==> config.mk <==
export PLATFORM = sky130hd
export DESIGN_NAME = pulse_period_timer
export DESIGN_NICKNAME = d
export VERILOG_FILES = /design/src/rtl/pulse_period_timer.sv
export SDC_FILE = /design/constraint.sdc
export NUM_CORES = 1
export LEC_CHECK = 0
export CAP_MARGIN = 20
export CORE_MARGIN = 3
export CORE_UTILIZATION = 47
export CTS_BUF_LIST = sky130_fd_sc_hd__clkbuf_8
export DETAILED_ROUTE_END_ITERATION = 7
export HOLD_SLACK_MARGIN = 0.05
export PLACE_DENSITY = 0.69
export SLEW_MARGIN = 20
export SYNTH_ARGS = -nofsm -noshare
export SYNTH_HDL_FRONTEND = slang
export SYNTH_SLANG_ARGS = --single-unit
==> constraint.sdc <==
create_clock -name clk -period 2.7 [get_ports clk]
set_input_delay 0.405 -clock clk [delete_from_list [all_inputs] [get_ports clk]]
set_output_delay 0.405 -clock clk [all_outputs]
set_load 0.01 [all_outputs]
==> src/rtl/pulse_period_timer.sv <==
// pulse_period_timer
// Measures the time between successive rising edges of an asynchronous
// mechanism signal, counted in tick-qualified clock cycles. Results are
// handed off over a valid/ready handshake; glitches shorter than MIN_COUNT
// ticks are ignored, and a missing closing edge raises a timeout pulse.

module pulse_period_timer #(
    parameter int MAX_COUNT = 65535,
    parameter int MIN_COUNT = 2,
    localparam int W = $clog2(MAX_COUNT + 1)
) (
    input  logic         clk,
    input  logic         reset,
    input  logic         enable,
    input  logic         tick,
    input  logic         signal_in,
    output logic [W-1:0] period,
    output logic         period_valid,
    input  logic         period_ready,
    output logic         timeout,
    output logic         overrun,
    output logic         busy
);

    typedef enum logic [1:0] {
        IDLE    = 2'd0,
        ARMED   = 2'd1,
        MEASURE = 2'd2
    } state_t;

    localparam logic [W-1:0] MAX_W   = W'(MAX_COUNT);
    localparam logic [W-1:0] MIN_W   = W'(MIN_COUNT);
    localparam logic [W:0]   MAX_EXT = (W+1)'(MAX_COUNT);

    state_t       state;
    logic [W-1:0] count;
    logic         sync_a;
    logic         synced;
    logic         prev;

    logic         edge_det;
    logic [W:0]   count_sum;
    logic [W-1:0] sat_next;
    logic         capture;

    // Two-flop synchroniser followed by the edge-detect history flop
    always_ff @(posedge clk or negedge reset) begin
        if (!reset) begin
            sync_a <= 1'b0;
            synced <= 1'b0;
            prev   <= 1'b0;
        end else begin
            sync_a <= signal_in;
            synced <= sync_a;
            prev   <= synced;
        end
    end

    // Rising edge of the synchronised input, saturating increment, and the
    // condition under which a closing edge produces a result
    always_comb begin
        edge_det  = synced & ~prev;
        count_sum = {1'b0, count} + (W+1)'(tick);
        sat_next  = (count_sum > MAX_EXT) ? MAX_W : count_sum[W-1:0];
        capture   = enable && (state == MEASURE) && edge_det && (sat_next >= MIN_W);
    end

    // Sequencer: IDLE -> ARMED -> MEASURE, result capture and handshake
    always_ff @(posedge clk or negedge reset) begin
        if (!reset) begin
            state        <= IDLE;
            count        <= '0;
            period       <= '0;
            period_valid <= 1'b0;
            timeout      <= 1'b0;
            overrun      <= 1'b0;
            busy         <= 1'b0;
        end else begin
            timeout <= 1'b0;
            overrun <= 1'b0;

            // Result register: a new capture wins over a same-cycle accept
            if (capture) begin
                period       <= sat_next;
                period_valid <= 1'b1;
                overrun      <= period_valid & ~period_ready;
            end else if (period_valid && period_ready) begin
                period_valid <= 1'b0;
            end

            if (!enable) begin
                // Disable dominates edges and timeouts; pending result survives
                state <= IDLE;
                count <= '0;
                busy  <= 1'b0;
            end else begin
                case (state)
                    IDLE: begin
                        count <= '0;
                        state <= ARMED;
                        busy  <= 1'b0;
                    end
                    ARMED: begin
                        count <= '0;
                        if (edge_det) begin
                            state <= MEASURE;
                            busy  <= 1'b1;
                        end
                    end
                    MEASURE: begin
                        if (capture) begin
                            // Closing edge also opens the next period
                            count <= '0;
                        end else if (edge_det) begin
                            // Too short to be a real period: keep counting
                            count <= sat_next;
                        end else if ((count == MAX_W) && tick) begin
                            timeout <= 1'b1;
                            count   <= '0;
                            state   <= ARMED;
                            busy    <= 1'b0;
                        end else begin
                            count <= sat_next;
                        end
                    end
                    default: begin
                        state <= IDLE;
                        count <= '0;
                        busy  <= 1'b0;
                    end
                endcase
            end
        end
    end

endmodule
# Yosys cells after proc, flatten, opt, wreduce, memory -nomap -nowiden
# Index checks and enable logic that the tools add are counted.
totals:
  reg_bits: 41
  in_bits: 6
  out_inout_bits: 20
  wordCells: 58
classes:
  add_sub_neg: 1
  n_lt_le_gt_ge: 2
  eq_ne: 7
  mux: 26
  n_bitwise: 4
  reduce_logical: 8
ops:
  columns: ["operator", "count"]
  rows:
  - ["two-way mux 16 bit", 6]
  - ["adder 16 x 1 -> 17 bit", 1]
  - ["> comparator 17 x 16 -> 1 bit (second input constant)", 1]
  - ["equality test 16 bit (second input constant)", 1]
  - ["greater-or-equal comparator 16 x 2 -> 1 bit (second input constant)", 1]
  - ["two-way mux 1 bit", 13]
  - ["two-way mux 2 bit", 5]
  - ["!= test 3 bit (second input constant)", 3]
  - ["one-hot mux 2 bit (3 select lines)", 1]
  - ["logical AND 1 bit", 5]
  - ["AND reduction 4 bit", 1]
  - ["!= test 3 x 2 -> 1 bit (second input constant)", 1]
  - ["bitwise AND 1 bit", 2]
  - ["equality test 2 x 1 -> 1 bit (second input constant)", 1]
  - ["equality test 2 bit (second input constant)", 1]
  - ["zero test 2 bit", 1]
  - ["NOT 1 bit", 2]
  - ["one-hot mux 1 bit (2 select lines)", 1]
  - ["nonzero test 2 bit", 1]

# Longest topological paths before layout
depth:
  word_depth: 8
  depth_mapped: 9
  depth_no_buf: 8

# Least setup slack after synthesis
# Ideal clock, no wire load.
synth_timing:
  path_kind: "input to register"
  from: "input port tick"
  to: "register period[15]"
  setup_ps: 125
  arrival_ps: 2117
  required_ps: 2575
  setup_slack_ps: 458
  stages: 9
  path_buffers: 1
  cell_sequence: "ha_1 -> and3_1 -> and3_1 -> a21oi_1 -> nor3_1 -> and4_1 -> a21oi_2 -> buf_6 -> mux2_4"
synth_between:
  elab_chain_len: 5
synth_lines:
  columns: ["element", "line_no", "text"]
  rows:
  - ["from (decl)", "15", "input logic tick,"]
  - ["adder 16 x 1 -> 17 bit *", "63", "count_sum = {1'b0, count} + (W+1)'(tick);"]
  - ["> comparator 17 x 16 -> 1 bit", "64", "sat_next = (count_sum > MAX_EXT) ? MAX_W : count_sum[W-1:0];"]
  - ["two-way mux 16 bit *", "64", null]
  - ["greater-or-equal comparator 16 x 2 -> 1 bit", "65", "capture = enable && (state == MEASURE) && edge_det && (sat_next >= MIN_W);"]
  - ["logical AND 1 bit", "65", null]
  - ["to (signal assigned)", "84", "period <= sat_next;"]
  - ["to (decl)", "17", "output logic [W-1:0] period,"]
# Mark *: on every way between the ends. The rest lies on a longest branch, timed or not.
# A chain may end at the register's enable or synchronous reset.

# Worst setup path in the final report
layout_timing:
  from: "input port tick"
  to: "register count[2]"
layout_between:
  elab_chain_len: 8
  elab_cells_between_ends: 11
  classes_between: "add/sub: 1; order compare: 2; mux: 6; reduce/logical: 2"
layout_lines:
  columns: ["element", "line_no", "text"]
  rows:
  - ["adder 16 x 1 -> 17 bit", "63", null]
  - ["> comparator 17 x 16 -> 1 bit", "64", null]
  - ["two-way mux 16 bit", "64", null]
  - ["greater-or-equal comparator 16 x 2 -> 1 bit or two-way mux 16 bit (tied branches)", "65, 117", null]
  - ["logical AND 1 bit or two-way mux 16 bit (tied branches)", "65, 114", null]
  - ["two-way mux 16 bit *", "111", "if (capture) begin"]
  - ["two-way mux 16 bit *", "97", "case (state)"]
  - ["two-way mux 16 bit *", "91", "if (!enable) begin"]
  - ["to (signal assigned)", "116", "count <= sat_next;"]
  - ["to (signal assigned)", "123", "count <= sat_next;"]
  - ["to (decl)", "36", "logic [W-1:0] count;"]
# Marks and branches as above.

==> flow_metrics.py <==
metrics = {
    "timing": {
        "setup_violations": 0,
        "period_minus_slack_ps": 2600,
        "max_slew.worst_pin.slew_ps": 905,
        "timing.fmax_mhz": 385,
        "setup_total_negative_slack_ps": 0,
        "timing.hold.ws_ps": 237,
        "final-max-slew-violation-count": 0,
        "skew_ps": 10.3,
        "slew_headroom": 0.397,
        "timing.final.crit_share": 0.963,
        "rsz0062_at_grt": "false",
        "final_hold_viol_count": 0,
    },
    "detailed_routing": {
        "viasPerCell": 5.79,
        "vias": 1686,
        "ant_nets": 0,
        "route.detailed.drc": 0,
        "drt_pass1_iterations": 5,
        "first_iter_violations": 104,
        "post_drt_wl_per_cell_um": 16.1,
        "routed_wl_um": 4680,
    },
    "power": {
        "power.density_mw_per_mm2": 449,
        "leakagePower_nw": 1.13,
        "peakVddDrop_mv": 0.297,
        "internal_power_mw": 0.908,
        "p_sw_mw": 0.246,
        "power.share.sequential": 0.538,
        "switching_share": 0.213,
        "pwr-share-clk": 0.432,
        "combPwrFrac": 0.029,
    },
    "clocking": {
        "cts.sinks": 41,
        "numCtsBuffers": 5,
        "path_clk_slew_ps": 80,
        "cts_htree_levels": 2,
        "ctsHoldBuffers": 0,
        "cts_buffer_depth": 2,
        "root_buffer": "clkbuf_8",
        "cts_tree": "done",
        "worstSkewPairLatency_ps": 290,
    },
    "die": {
        "dieArea_mm2": 0.00526,
        "num_rows": 23,
        "floorplan.initialDensity": 0.502,
        "die_h_um": 72.6,
        "die_w_um": 72.6,
        "num_io_pins": 26,
        "core_mm2": 0.00414,
    },
    "critical_path": {
        "endpoint_kind": "flip-flop",
        "r2r_slack_ps": 310,
        "r2r_start": "count[3]",
        "arrival_ps": 2800,
        "cp_max_fo": 8,
        "critPathLaunchType": "primary input",
        "required_ps": 2900,
        "startpoint": "tick",
        "critPathKind": "in2reg",
    },
    "finish": {
        "nNetsFinal": 248,
        "drive_above_1_share": 0.141,
        "antennaDiodeCount": 0,
        "fill_cells": 346,
        "area_growth_pct": 23.5,
        "instances_no_fill": 291,
    },
    "placement": {
        "gp_congestion": 0.958,
        "io_buffers": 25,
        "hpwl_um": 3360,
        "place_inst": 283,
    },
    "synth": {
        "syn_nets": 213,
        "synth_top_family_by_area": "simple AND/OR/NAND/NOR gates",
        "ys_ff_latch": 41,
        "synthAdderAreaFrac": 0.0120,
        "synth_xor_area_frac": 0.0421,
        "synthMuxAreaShare": 0.0673,
        "synthCells": 205,
        "yosysWarnings": 0,
        "synth_area_per_cell_um2": 10.2,
        "yosys.area_share.simple": 0.251,
        "synthesis.area_mm2": 0.00208,
        "synth_seq_area_share": 0.493,
        "synth_compound_area_frac": 0.0925,
        "ys_types": 46,
    },
    "hold_path": {
        "hold_path.class": "in2async",
    },
    "grt": {
        "grt_usage": 0.196,
        "grt_max_degree": 42,
        "grt_pass1_vias": 1599,
        "grt_pass1_wl_um": 7980,
        "grt-ovfl-total": 0,
        "antenna_found_initial": 0,
    },
    "flow_run": {
        "cap_violations": 0,
    },
    "outcome": {
        "status": "finished clean",
    },
}
-- worst max-delay path, stage by stage --
cell and delay [ps]:
clkdlybuf4s50_1 520, ha_2 260, inv_1 80, nor3_4 310
nand3b_1 150, a22oi_1 210, and4_1 270, a21oi_2 80
buf_4 180, buf_12 140, nor3b_1 180
-- Yosys cell counts (all sizes together) --
library cell	count	area, um^2
a211o	1	8.76
clkbuf	3	11.3
buf	8	50.0
and2	2	12.5
nand2	16	60.1
a22o	1	8.76
and4	3	26.3
a21o	1	7.51
xnor2	5	43.8
o211ai	2	15.0
ha	2	25.0
nand4b	1	8.76
nand2b	3	18.8
and3	6	37.5
nor3b	3	22.5
nor2b	7	43.8
a22oi	1	7.51
a21oi	5	28.8
or2	1	6.26
nor4	1	6.26
mux2	4	60.1
nand3	11	55.1
a21boi	2	15.0
o21a	1	7.51
a311o	1	10.0
nor2	22	85.1
nand3b	1	7.51
nand4bb	1	11.3
nand4	6	52.6
o21ai	5	25.0
o2bb2ai	5	43.8
or3	2	12.5
o311ai	1	8.76
xor2	5	43.8
dfrtp	41	1030
nor3	9	56.3
a31oi	1	6.26
mux2i	8	80.1
inv	7	26.3
-- state kept, by name (all words and copies together), names as in the netlist --
name          flops
count            16
synced            1
sync_a            1
state             2
overrun           1
period           16
prev              1
timeout           1
period_valid      1
busy              1
-- area by class of cell --
class / instances / area, um^2 / area share
inverters: 7 / 26.3 / 0.0102
well taps: 50 / 62.6 / 0.0243
multi-input cells: 146 / 978 / 0.381
repair buffers: 39 / 363 / 0.141
clock inverters: 3 / 46.3 / 0.0180
clock buffers: 5 / 68.8 / 0.0268
flip-flops and latches: 41 / 1030 / 0.399
-- stage by stage --
stage	util	area, um^2	setup slack, ps	power [mW]
after global routing	0.620	2570	7.35	1.21
after floorplan	-	2080	458	0.645
final	0.620	2570	101	1.15
after detailed placement	0.590	2450	-211	0.668
after global placement	0.590	2450	-151	0.667
after CTS	0.618	2560	101	1.17
-- final timing paths --
check / cells after the start / to
setup / recovery: 11 / count[2]
hold / removal: 1 / period[4]
setup reg to reg: 9 / count[2]
hold reg to reg: 0 / synced
max in group asynchronous: 1 / period[15]
min in group clk: 0 / synced
-- metal layers --
| layer | global-route usage | wire, um |
|---|---|---|
| met4 | 0.0553 | 40 |
| met2 | 0.325 | 2400 |
| met1 | 0.260 | 2030 |
| met5 | 0 | 0 |
| met3 | 0.0402 | 208 |
-- timing repair --
item | 4_1_cts | 5_1_grt
gates resized for setup | 0 | 3
buffers inserted | 0 | 0
setup endpoints to repair | 0 | 15
-- logic make-up after synthesis --
logic type	after synthesis
muxes	12
AOI/OAI and AO/OA	27
and+or+nand+nor	95
xor gates and xnor gates	10
buffers and inverters	18
adders and majority gates	2
DFF	41
-- layout by cell type, fill, tap and decap left out, types with 6 or more instances in the layout --
cell | Yosys | final
nor3_1 | 8 | 8
nand3_1 | 11 | 11
mux2i_1 | 8 | 8
nor2b_1 | 7 | 7
dfrtp_1 | 41 | 41
buf_4 | 2 | 13
clkdlybuf4s50_1 | 0 | 24
and3_1 | 6 | 6
inv_1 | 7 | 7
nand2_1 | 16 | 16
nor2_1 | 21 | 21
-- power groups by stage --
stage,logic (mW),clock network (mW),registers [mW]
5_1_grt,0.0388,0.548,0.622
6_report,0.0339,0.499,0.621
4_1_cts,0.0349,0.515,0.621
3_5_place_dp,0.0348,0,0.633
3_3_place_gp,0.0336,0,0.633
2_1_floorplan,0.0113,0,0.633
No activity file was read; power rests on OpenSTA's default activity.
